==> src/rtl/rv_pkg.sv <==
// rv_pkg: definitions shared by the instruction fetch slice.
//   XLEN          default address / PC width
//   RESET_PC      default fetch address after reset
//   INST_W        instruction word width
//   fetch_entry_t {pc, inst} pair delivered to decode
//   fetch_state_e fetch controller states (RUN / FAULT)
//   is_misaligned true when the low PC bits are not word aligned
package rv_pkg;

  localparam int XLEN = 64;
  localparam logic [XLEN-1:0] RESET_PC = '0;
  localparam int INST_W = 32;

  typedef struct packed {
    logic [XLEN-1:0]   pc;
    logic [INST_W-1:0] inst;
  } fetch_entry_t;

  typedef enum logic {
    ST_RUN   = 1'b0,
    ST_FAULT = 1'b1
  } fetch_state_e;

  function automatic logic is_misaligned(input logic [1:0] lsb);
    return lsb != 2'b00;
  endfunction

endpackage

==> src/rtl/ifetch_fifo.sv <==
// ifetch_fifo: DEPTH-entry synchronous FIFO with flush and occupancy count.
//   clk, rst_n   clock, asynchronous active-low reset (pointers/count only)
//   flush        empty the FIFO at the next edge; overrides push and pop
//   push         write push_data at the tail
//   push_data    W-bit entry
//   pop          drop the head entry
//   head_data    current head entry (read straight from storage)
//   count        number of valid entries, 0..DEPTH
// DEPTH must be a power of two so the pointers wrap naturally.
module ifetch_fifo #(
  parameter int W     = 96,
  parameter int DEPTH = 2,
  parameter int CW    = $clog2(DEPTH + 1)
) (
  input  logic          clk,
  input  logic          rst_n,
  input  logic          flush,
  input  logic          push,
  input  logic [W-1:0]  push_data,
  input  logic          pop,
  output logic [W-1:0]  head_data,
  output logic [CW-1:0] count
);

  localparam int AW = (DEPTH > 1) ? $clog2(DEPTH) : 1;

  logic [W-1:0]  mem [DEPTH];
  logic [AW-1:0] wr_ptr;
  logic [AW-1:0] rd_ptr;
  logic          full;

  assign full      = (count == CW'(DEPTH));
  assign head_data = mem[rd_ptr];

  always_ff @(posedge clk or negedge rst_n) begin
    if (!rst_n) begin
      wr_ptr <= '0;
      rd_ptr <= '0;
      count  <= '0;
    end else if (flush) begin
      wr_ptr <= '0;
      rd_ptr <= '0;
      count  <= '0;
    end else begin
      if (push) wr_ptr <= wr_ptr + AW'(1);
      if (pop)  rd_ptr <= rd_ptr + AW'(1);
      count <= count + CW'(push) - CW'(pop);
    end
  end

  // storage is datapath only; validity is tracked by count
  always_ff @(posedge clk) begin
    if (push && !flush) mem[wr_ptr] <= push_data;
  end

  // the fetch credit limit must make these impossible
  a_no_overflow: assert property (@(posedge clk) disable iff (!rst_n)
    !(push && !flush && full));
  a_no_underflow: assert property (@(posedge clk) disable iff (!rst_n)
    !(pop && !flush && (count == '0)));

endmodule

==> src/rtl/ifetch_unit.sv <==
// ifetch_unit: instruction fetch unit.
// Keeps a fetch PC, issues sequential word requests to instruction memory,
// buffers the in-order responses and presents {pc, instruction} to decode.
// A redirect flushes the buffer and discards every response still owed.
// Ports:
//   clk, rst_n        clock, asynchronous active-low reset
//   redirect_valid    redirect fetch to redirect_pc this cycle
//   redirect_pc       new fetch address (low two bits nonzero -> fault)
//   imem_req_valid    request valid
//   imem_req_ready    memory accepts request
//   imem_req_addr     word address requested
//   imem_rsp_valid    in-order response valid
//   imem_rsp_data     instruction word
//   inst_valid        buffer head valid
//   inst_ready        decode accepts head
//   inst_data         head instruction
//   inst_pc           head instruction address
//   fetch_fault       misaligned redirect captured; fetch halted
// Optional build macro IFETCH_PERF_EN adds:
//   perf_fetched      instructions popped by decode (wraps)
//   perf_stall        cycles with inst_ready && !inst_valid (wraps)
module ifetch_unit
  import rv_pkg::*;
#(
  parameter int              XLEN     = rv_pkg::XLEN,
  parameter logic [XLEN-1:0] RESET_PC = rv_pkg::RESET_PC,
  parameter int              DEPTH    = 2
) (
  input  logic              clk,
  input  logic              rst_n,
  input  logic              redirect_valid,
  input  logic [XLEN-1:0]   redirect_pc,
  output logic              imem_req_valid,
  input  logic              imem_req_ready,
  output logic [XLEN-1:0]   imem_req_addr,
  input  logic              imem_rsp_valid,
  input  logic [INST_W-1:0] imem_rsp_data,
  output logic              inst_valid,
  input  logic              inst_ready,
  output logic [INST_W-1:0] inst_data,
  output logic [XLEN-1:0]   inst_pc,
  output logic              fetch_fault
`ifdef IFETCH_PERF_EN
  ,
  output logic [63:0]       perf_fetched,
  output logic [63:0]       perf_stall
`endif
);

  localparam int CW = $clog2(DEPTH + 1);
  localparam int EW = XLEN + INST_W;

  fetch_state_e    state;
  fetch_state_e    state_nxt;
  logic            live;
  logic [XLEN-1:0] fetch_pc;
  logic [XLEN-1:0] rsp_pc;
  logic [CW-1:0]   inflight;
  logic [CW-1:0]   inflight_nxt;
  logic [CW-1:0]   drop;
  logic [CW-1:0]   count;
  logic [CW:0]     used;
  logic            credit_ok;
  logic            accept;
  logic            push;
  logic            pop;
  logic [EW-1:0]   head;

  // ---- request side: credit and handshake ----
  // A slot freed by this cycle's pop is already available: the request
  // cannot return before the next edge, when the slot really is free. This
  // keeps the request stable once raised and sustains one fetch per cycle.
  assign used      = ({1'b0, inflight} + {1'b0, count}) - (CW+1)'(pop);
  assign credit_ok = used < (CW+1)'(DEPTH);
  assign accept    = imem_req_valid && imem_req_ready;
  assign imem_req_addr = fetch_pc;

  // ---- response side ----
  // Responses are discarded while drop is nonzero, and also when they
  // coincide with a redirect (the flush would throw them away anyway; the
  // redirect's drop count already excludes them).
  assign pop          = inst_valid && inst_ready;
  assign push         = imem_rsp_valid && (drop == '0) && !redirect_valid;
  assign inflight_nxt = inflight + CW'(accept) - CW'(imem_rsp_valid);

  // ---- fetch FSM: state register ----
  always_ff @(posedge clk or negedge rst_n) begin
    if (!rst_n) state <= ST_RUN;
    else        state <= state_nxt;
  end

  // ---- fetch FSM: next state ----
  always_comb begin
    state_nxt = state;
    if (redirect_valid) begin
      state_nxt = is_misaligned(redirect_pc[1:0]) ? ST_FAULT : ST_RUN;
    end
  end

  // ---- fetch FSM: outputs ----
  // live holds requests off while reset is asserted.
  always_comb begin
    fetch_fault    = (state == ST_FAULT);
    imem_req_valid = live && (state == ST_RUN) && !redirect_valid && credit_ok;
  end

  // ---- control registers ----
  always_ff @(posedge clk or negedge rst_n) begin
    if (!rst_n) begin
      live     <= 1'b0;
      fetch_pc <= RESET_PC;
      rsp_pc   <= RESET_PC;
      inflight <= '0;
      drop     <= '0;
    end else begin
      live     <= 1'b1;
      inflight <= inflight_nxt;
      if (redirect_valid) begin
        fetch_pc <= redirect_pc;
        rsp_pc   <= redirect_pc;
        drop     <= inflight_nxt;
      end else begin
        if (accept) fetch_pc <= fetch_pc + XLEN'(4);
        if (push)   rsp_pc   <= rsp_pc + XLEN'(4);
        if (imem_rsp_valid && (drop != '0)) drop <= drop - CW'(1);
      end
    end
  end

  // ---- instruction buffer ----
  ifetch_fifo #(
    .W     (EW),
    .DEPTH (DEPTH),
    .CW    (CW)
  ) u_fifo (
    .clk       (clk),
    .rst_n     (rst_n),
    .flush     (redirect_valid),
    .push      (push),
    .push_data ({rsp_pc, imem_rsp_data}),
    .pop       (pop),
    .head_data (head),
    .count     (count)
  );

  assign inst_valid = (count != '0);
  assign inst_pc    = head[EW-1:INST_W];
  assign inst_data  = head[INST_W-1:0];

  a_rsp_owed: assert property (@(posedge clk) disable iff (!rst_n)
    imem_rsp_valid |-> (inflight != '0));

`ifdef IFETCH_PERF_EN
  // ---- performance counters ----
  always_ff @(posedge clk or negedge rst_n) begin
    if (!rst_n) begin
      perf_fetched <= '0;
      perf_stall   <= '0;
    end else begin
      if (pop)                      perf_fetched <= perf_fetched + 64'd1;
      if (inst_ready && !inst_valid) perf_stall  <= perf_stall + 64'd1;
    end
  end
`endif

endmodule

==> config.mk <==
export PLATFORM = sky130hd
export DESIGN_NAME = ifetch_unit
export DESIGN_NICKNAME = d
export VERILOG_FILES = /design/src/rtl/rv_pkg.sv /design/src/rtl/ifetch_fifo.sv /design/src/rtl/ifetch_unit.sv
export SDC_FILE = /design/constraint.sdc
export NUM_CORES = 1
export LEC_CHECK = 0
export BUFFER_PORTS_ARGS = -buffer_cell sky130_fd_sc_hd__buf_2
export CAP_MARGIN = 20
export CORE_UTILIZATION = 55
export CTS_BUF_LIST = sky130_fd_sc_hd__clkbuf_8
export DETAILED_ROUTE_END_ITERATION = 8
export PLACE_DENSITY_LB_ADDON = 0.1
export SYNTH_ARGS = -nofsm -noshare
export SYNTH_HDL_FRONTEND = slang
export SYNTH_SLANG_ARGS = --single-unit
==> constraint.sdc <==
create_clock -name clk -period 25.4 [get_ports clk]
set_input_delay 2.54 -clock clk [delete_from_list [all_inputs] [get_ports clk]]
set_output_delay 2.54 -clock clk [all_outputs]
set_load 0.01 [all_outputs]
# [After elaboration in Yosys (flattened, before gate mapping)]
# Memories as Yosys holds them, arrays and structs flattened.
# Cells that the tools add are included.
[totals] regBits=138 word_cells=55 in_bits=102 output_inout_bits=163 ramBits=192 mem_count=1
[op_classes] bitwise=1 mux=14 n_addsub=11 n_reduce_logical=18 order_cmp=1
[memory_table] name="u_fifo.mem" words=2 word_bits=96 read_ports=1 rd_ports_with_merged_regs=0 wr=1 line="ifetch_fifo.sv:27" source="logic [W-1:0] mem [DEPTH];"
[op_table] operator="64-bit two-way mux" count=4
[op_table] operator="64-bit by 3-bit adder with 64-bit output (second input constant)" count=2
[op_table] operator="2-bit nonzero test" count=7
[op_table] operator="1-bit logical AND" count=9
[op_table] operator="1-bit two-way mux" count=7
[op_table] operator="2-bit two-way mux" count=3
[op_table] operator="2-bit by 1-bit adder with 2-bit output" count=2
[op_table] operator="2-bit by 1-bit subtractor with 2-bit output" count=2
[op_table] operator="2-bit by 2-bit adder with 3-bit output" count=1
[op_table] operator="3-bit by 2-bit less-than comparator with 1-bit output (second input constant)" count=1
[op_table] operator="3-bit by 1-bit subtractor with 3-bit output" count=1
[op_table] operator="1-bit adder (second input constant)" count=2
[op_table] operator="2-bit zero test" count=1
[op_table] operator="2-bit by 1-bit subtractor with 2-bit output (second input constant)" count=1
[op_table] operator="1-bit zero test" count=1
[op_table] operator="1-bit NOT" count=1

# [Longest topological paths before layout]
# Gate-level depths: netlist (run 1).
[depth] ltp_word=9 ltp_mapped=19 depth_no_buf=17

# [By module]
# Synthesis (run 1) repeated with hierarchy kept, for this count alone.
[hier_totals] hier_cells=1210 area_unflattened_um2=15023.2
[by_module_without_submodules] mod="ifetch_unit" instances=1 seq_area_each_um2=3353.2 area_per_inst_um2=7775.0 cells_per_inst=894
[by_module_without_submodules] mod="ifetch_fifo" instances=1 seq_area_each_um2=5865.6 area_per_inst_um2=7248.2 cells_per_inst=316

# [Worst setup path after synthesis (run 1)]
# OpenSTA, ideal clock, no wires.
[synth_path] kind="input port to flip-flop" start="input redirect_valid" end="memory u_fifo.mem[0][0] (enable)" path_buffers=4 setup_ps=669 cell_stages=5 slack_ps=14836 required_ps=24731 t_arrival_ps=9895 cell_sequence="clkbuf_1 -> clkbuf_1 -> buf_1 -> clkbuf_1 -> nor3_1"
[synth_via] elab_chain_cells=5
[synth_rtl] item="start: declaration" line="ifetch_unit.sv:31" source="input logic redirect_valid,"
[synth_rtl] item="1-bit zero test (*)" line="ifetch_fifo.sv:53, ifetch_unit.sv:83"
[synth_rtl] item="1-bit logical AND" line="ifetch_unit.sv:83" source="assign push = imem_rsp_valid && (drop == '0) && !redirect_valid;"
[synth_rtl] item="1-bit logical AND (*)" line="ifetch_fifo.sv:53" source="if (push && !flush) mem[wr_ptr] <= push_data;"
[synth_rtl] item="1-bit two-way mux (*)" line="ifetch_fifo.sv:53"
[synth_rtl] item="1-bit two-way mux (implied by the code) (*)" line="ifetch_fifo.sv:53"
[synth_rtl] item="end: declaration" line="ifetch_fifo.sv:27"
# Mark *: on every way between the ends. The rest lies on a longest branch, timed or not.

# [Worst setup path after layout (run 1)]
[layout_path] start="input inst_ready" end="output imem_req_valid"
[layout_via] elab_chain_cells=4
[layout_rtl] item="start: declaration" line="ifetch_unit.sv:39" source="input logic inst_ready,"
[layout_rtl] item="1-bit logical AND" line="ifetch_unit.sv:82" source="assign pop = inst_valid && inst_ready;"
[layout_rtl] item="3-bit by 1-bit subtractor with 3-bit output" line="ifetch_unit.sv:73" source="assign used = ({1'b0, inflight} + {1'b0, count}) - (CW+1)'(pop);"
[layout_rtl] item="3-bit by 2-bit less-than comparator with 1-bit output" line="ifetch_unit.sv:74" source="assign credit_ok = used < (CW+1)'(DEPTH);"
[layout_rtl] item="1-bit logical AND" line="ifetch_unit.sv:104" source="imem_req_valid = live && (state == ST_RUN) && !redirect_valid && credit_ok;"
[layout_rtl] item="end: declaration" line="ifetch_unit.sv:33" source="output logic imem_req_valid,"
# No other way between the ends.

==> reports/metrics.cfg, run 1 <==
[critical_path]
rrSetupSlack_ns=21.23
reg2regPathDepth=17
critPathArrivalTime_ns=4.24
crit_required_ns=22.86
r2r-start=u_fifo.count[1]$_DFF_PN0_
critPathLaunchType=input port
cp-end-kind=output pin
crit_end=imem_req_valid
worstSetupPathType=input port to output pin
path_max_fanout=5
r2r_end=drop[1]$_DFFE_PN0P_
startpoint=inst_ready

[placed_design]
hpwlAfterDp_um=27600
io_buffers=264
dpl_worst_slack_ns=18.65
placed_cells_incl_taps=1824
gp_congestion=0.885

[global_routing]
antenna_found_initial=4
gr-usage-met1=0.390
grt_pass1_wl_um=60100
grt_max_degree=91
gr-total-overflow=0
grt_usage=0.275
grt_util_met2=0.426
grt.busiest_layer=met2
grt_pass1_vias=10700
grtUsageMet3=0.0568

[sta]
setup_violations=0
whs_ns=0.473
fin_crit_sh=0.267
rsz0062_at_grt=false
max_freq_mhz=148
slew_viol_final=0
finalHoldViolations=0
tightest_slew_ns=0.948
slew_headroom=0.368
setup_tns_ns=0
period_needed_ns=6.78
setup_ws_ns=18.62
fin_skew_ns=0.0268

[yosys]
synthTopCellsByArea=edfxtp_1, dfrtp_1, mux2_2
netlist_area_mm2=0.0153
synthArstFlopShare=0.418
ys_ff_latch=330
synth.distinct_cells=57
synth_ff_type=edfxtp_1
synth_nets=1336
syn_inst=1225
synth_top_area_cell=edfxtp_1
synth_top_area_frac=0.377
synth_warnings=0
synth-edff-count=192
yosysSeqAreaShare=0.603
avgSynthCellArea_um2=12.5

[power_and_ir_drop]
switchingPower_mw=0.411
power.density_mw_per_mm2=77.0
power_leakage_nw=7.06
comb_power_share=0.202
vdd_drop_max_uv=58.6
pwr-share-clk=0.306
p_int_mw=0.977
switching_share=0.296
seq_power_share=0.492

[floorplan]
core_mm2=0.0271
die_h_um=169
row_count=60
start_util=0.564
dieArea_mm2=0.0284
ios=265
die_w_um=169

[route]
vias=11300
wl_per_cell_um=20.3
drtIter0Drc=884
drc=0
ant_nets=0
dr.pass1.iters=5
totalWireLength_um=39100
viasPerCell=5.85

[cts]
path_clk_slew_ns=0.06
root_buffer=clkbuf_8
cts_resized=0
htreeDepth=2
cts_buffer_depth=3
worstSkewPairLatency_ns=0.59
cts_buffers=53
clock-sinks=330
cts_tree=yes
hold_buffers=0
post_cts.repair.setup_buffers=0

[outcome]
status=completed

[finish]
regArea_mm2=0.00922
final_net_count=1620
multi_input_comb_area_mm2=0.00572
instances_no_fill=1929
finalCoreUtilization=0.666
final_layout_size_suffix_gt1_frac=0.321
area.growth.synth_to_final_pct=18.0
num-fill-cells=2138

[min_path]
hold_path.class=flop to flop

[flow_run]
cap_viol_max_count=0

## sequential cells by signal, indices dropped and copies added (netlist names)
name / count
u_fifo.rd_ptr: 1
imem_req_addr: 64
rsp_pc: 64
u_fifo.wr_ptr: 1
inflight: 2
live: 1
fetch_fault: 1
u_fifo.count: 2
drop: 2
u_fifo.mem: 192
## per-layer routing
| layer | up-vias | share of wire |
|---|---|---|
| met1 | 5509 | 0.44 |
| li1 | 5222 | - |
| met2 | 471 | 0.45 |
| met4 | 0 | 0.026 |
| met5 | - | 0 |
| met3 | 75 | 0.080 |
## per-stage QoR
stage          instance area, um2  power [mW]
6_report                    18000        1.39
2_1_floorplan               15300       0.864
5_1_grt                     18000        1.45
3_3_place_gp                17000       0.965
3_5_place_dp                17000       0.973
4_1_cts                     18000        1.40
## cells in the final DEF, fill, tap and decap left out, types with 4 or more instances in the layout
| cell type | instances |
|---|---|
| edfxtp_1 | 192 |
| or2_2 | 9 |
| nand4_1 | 57 |
| o21ai_0 | 23 |
| buf_4 | 13 |
| a21boi_0 | 6 |
| dfrtp_1 | 137 |
| diode_2 | 4 |
| inv_1 | 70 |
| mux2i_1 | 17 |
| a31oi_1 | 14 |
| ha_1 | 8 |
| nor3_1 | 34 |
| xor2_1 | 29 |
| or4_1 | 15 |
| nor2_1 | 73 |
| clkinv_1 | 5 |
| mux2_2 | 135 |
| buf_2 | 263 |
| or3_1 | 9 |
| a211oi_1 | 11 |
| nand3_1 | 48 |
| o31a_1 | 13 |
| and3_1 | 14 |
| nor4_1 | 54 |
| and2_1 | 5 |
| a21oi_1 | 19 |
| o31ai_1 | 8 |
| o311ai_0 | 5 |
| xnor2_1 | 49 |
| clkbuf_8 | 61 |
| nand2_1 | 77 |
| nand2b_1 | 17 |
| and4_1 | 14 |
| and4b_1 | 4 |
## power by group through the flow
stage	clock network (mW)	logic, mW	registers, mW
after detailed placement	0	0.281	0.692
after global routing	0.455	0.307	0.690
after floorplan	0	0.188	0.676
after global placement	0	0.275	0.689
final	0.425	0.280	0.683
after CTS	0.433	0.283	0.682
## final cells by class
cell class / instances / share of cell area
Sequential cell: 330 / 0.511
Multi-Input combinational cell: 803 / 0.317
Timing Repair Buffer: 278 / 0.0805
Clock buffer: 61 / 0.0465
Tap cell: 372 / 0.0258
Inverter: 43 / 0.00909
Clock inverter: 38 / 0.00895
Antenna cell: 4 / 0.000555
## critical path, cell delays in order
cell     delay [ns]
buf_2          0.09
and2_1         0.15
ha_1           0.27
inv_1          0.08
nand2_1        0.07
fa_1           0.38
xor2_1         0.32
and2_1         0.20
buf_2          0.13
## kinds of logic after synthesis
| logic type | count (synthesis) | share of synthesized area |
|---|---|---|
| compound gates | 118 | 0.0528 |
| xor+xnor | 78 | 0.0447 |
| flops | 330 | 0.603 |
| buf+inv | 92 | 0.0227 |
| fa+ha+maj | 9 | 0.00786 |
| other cells | 1 | 0.000245 |
| simple gates | 445 | 0.158 |
| mux | 152 | 0.111 |
## synthesized netlist by cell type, drive strengths merged (13+ instances only)
library cell and n:
a21oi 19, a31oi 14, and3 15, and4 15
clkbuf 42, dfrtp 138, edfxtp 192, inv 42
mux2 135, mux2i 17, nand2 77, nand2b 17
nand3 48, nand4 58, nor2 73, nor3 35
nor4 54, o21ai 23, o31a 13, or4 15
xnor2 49, xor2 29
## worst min-delay path by stage
| stage | from | end | slack [ns] | cells after the start |
|---|---|---|---|---|
| final | rsp_pc[0]$_DFFE_PN0P_ | u_fifo.mem[0][32]$_DFFE_PP_ | 0.47 | 0 |
| after global placement | rsp_pc[0]$_DFFE_PN0P_ | u_fifo.mem[0][32]$_DFFE_PP_ | 0.45 | 0 |
| after global routing | rsp_pc[0]$_DFFE_PN0P_ | u_fifo.mem[1][32]$_DFFE_PP_ | 0.49 | 0 |
| after detailed placement | rsp_pc[0]$_DFFE_PN0P_ | u_fifo.mem[1][32]$_DFFE_PP_ | 0.47 | 0 |
| after floorplan | rsp_pc[0]$_DFFE_PN0P_ | u_fifo.mem[0][32]$_DFFE_PP_ | 0.44 | 0 |
| after CTS | rsp_pc[0]$_DFFE_PN0P_ | u_fifo.mem[1][32]$_DFFE_PP_ | 0.48 | 0 |
(Power assumes the default switching activity.)
==> run 2, diff against run 1 <==
--- a/config.mk
+++ b/config.mk
@@ -7,7 +7,7 @@
 export LEC_CHECK = 0
 export BUFFER_PORTS_ARGS = -buffer_cell sky130_fd_sc_hd__buf_2
 export CAP_MARGIN = 20
-export CORE_UTILIZATION = 55
+export CORE_UTILIZATION = 53
 export CTS_BUF_LIST = sky130_fd_sc_hd__clkbuf_8
 export DETAILED_ROUTE_END_ITERATION = 8
 export PLACE_DENSITY_LB_ADDON = 0.1
==> constraint.sdc (replaced) <==
create_clock -name clk -period 6 [get_ports clk]
set_input_delay 0.6 -clock clk [delete_from_list [all_inputs] [get_ports clk]]
set_output_delay 0.6 -clock clk [all_outputs]
set_load 0.01 [all_outputs]
==> run 2 against run 1 <==
Power grew to 4.3 times the previous value. Clock-buffer cell count grew 1. Setup slack lost 16 ns. Cell count grew 0.10%. Clock skew shrank 0.0035 ns. Combinational power grew to 4.3 times the previous value. Sequential share of layout area shrank 0.10 points. Critical endpoint is now drop[1]$_DFFE_PN0P_. Largest cell class unchanged. Highest routed layer unchanged.
==> reports/metrics.cfg, run 2 (synthesis gave the netlist of run 1 again) <==
[finish]
design_area_mm2=0.0181
layout_commonest_cell=buf_2
layout_common_cells=buf_2, edfxtp_1, dfrtp_1, mux2_2, nand2_1
regMostFlops=u_fifo.mem
final_layout_size_suffix_gt1_frac=0.326
final_net_count=1618
area.growth.synth_to_final_pct=18.3
finalCoreUtilization=0.643
largest_reg_flops=192
instances_no_fill=1931

[cts]
root_buffer=clkbuf_8
cts_resized=0
post_cts.repair.setup_buffers=0
path_clk_slew_ns=0.07
hold_buffers=0
worstSkewPairLatency_ns=0.59
cts_buffer_depth=3
clock-sinks=330
cts_buffers=53
htreeDepth=2
cts_tree=yes

[outcome]
status=completed

[placed_design]
io_buffers=264
dpl_cell_area_mm2=0.0170
gp_congestion=0.905
hpwlAfterDp_um=28000
placed_cells_incl_taps=1830

[floorplan]
row_count=61
die_w_um=172
ios=265
start_util=0.544
die_h_um=172
core_mm2=0.0281
dieArea_mm2=0.0295

[critical_path]
path_max_fanout=21
timing.critical_path.mode_cell=inv_1
crit_buf_inv=5
crit_required_ns=6.52
critPathArrivalTime_ns=4.20
path_cells=inv_1 > nand2_1 > and2_1 > ha_1 > inv_1 > nand2_1 > fa_1 > xor2_1 > and3_1 > buf_4 > inv_1 > ha_1 > inv_1 > ha_1 > xnor2_1 > xnor2_1 > nand2_1 > o21ai_0
worstSetupPathType=flop to flop
cp-end-kind=flop
cp_top_family=adder cells
cp_slowest_stage_delay_ns=0.38
critPathLaunchType=flop
cp_slowest_cell=fa_1

[sta]
period_needed_ns=3.68
tightest_slew_ns=1.19
setup_tns_ns=0
fin_skew_ns=0.0233
max_freq_mhz=272
finalHoldViolations=0
fin_crit_sh=0.614
setup_violations=0
rsz0062_at_grt=false
slew_viol_final=0
slew_headroom=0.202

[global_routing]
gr-total-overflow=0
grt_max_degree=93
grt_pass1_wl_um=60100
grt_pass1_vias=10700
antenna_found_initial=1
grt_usage=0.268

[flow_run]
cap_viol_max_count=0

[power_and_ir_drop]
power.density_mw_per_mm2=330
vdd_drop_max_uv=215
power_leakage_nw=7.02
p_total_mw=5.96

[route]
totalWireLength_um=39700
wl_per_cell_um=20.6
viasPerCell=5.89
drc=0
ant_nets=0
dr.pass1.iters=5
drtIter0Drc=852
vias=11400

[min_path]
hold_path.class=input port to asynchronous set/reset pin

run 2: through the flow:
stage	hold WS (ns)	setup WS [ns]
2_1_floorplan	0.304	0.324
3_3_place_gp	0.456	2.32
3_5_place_dp	0.461	2.22
4_1_cts	0.100	2.34
5_1_grt	0.139	2.07
6_report	0.0910	2.32
run 2: area by class of cell:
class                      count  area [um2]
fill                        2304       10000
antenna                        2        5.00
inverter                      43         164
timing repair buffer         276        1430
clock inverter                37         189
clock buffer                  62         853
multi-input combinational    803        5730
sequential                   330        9220
tap                          378         473
run 2: power by group:
part           switching [mW]  total (mW)  internal (mW)
Clock                   0.885        1.87          0.988
Sequential              0.240        2.89           2.65
Combinational           0.637        1.19          0.557
Total                    1.76        5.96           4.20
run 2: metal layers:
layer	vias up	track usage	part of all wire
li1	5217	-	-
met5	-	0	0
met4	0	0.101	0.032
met2	489	0.417	0.46
met1	5583	0.375	0.43
met3	88	0.0506	0.077
run 2: path summary, 6_finish.rpt:
| check | start | end | slack [ns] | cells past startpoint |
|---|---|---|---|---|
| worst max-delay path | u_fifo.count[1]$_DFF_PN0_ | drop[1]$_DFFE_PN0P_ | 2.32 | 18 |
| worst min-delay path | rst_n | rsp_pc[57]$_DFFE_PN0N_ | 0.09 | 1 |
| worst max register to register | u_fifo.count[1]$_DFF_PN0_ | drop[1]$_DFFE_PN0P_ | 2.32 | 18 |
| worst min register to register | rsp_pc[0]$_DFFE_PN0P_ | u_fifo.mem[1][32]$_DFFE_PP_ | 0.47 | 0 |
| max in group asynchronous | rst_n | rsp_pc[14]$_DFFE_PN0N_ | 4.66 | 2 |
| min in group clk | imem_rsp_data[4] | u_fifo.mem[0][4]$_DFFE_PP_ | 0.20 | 1 |
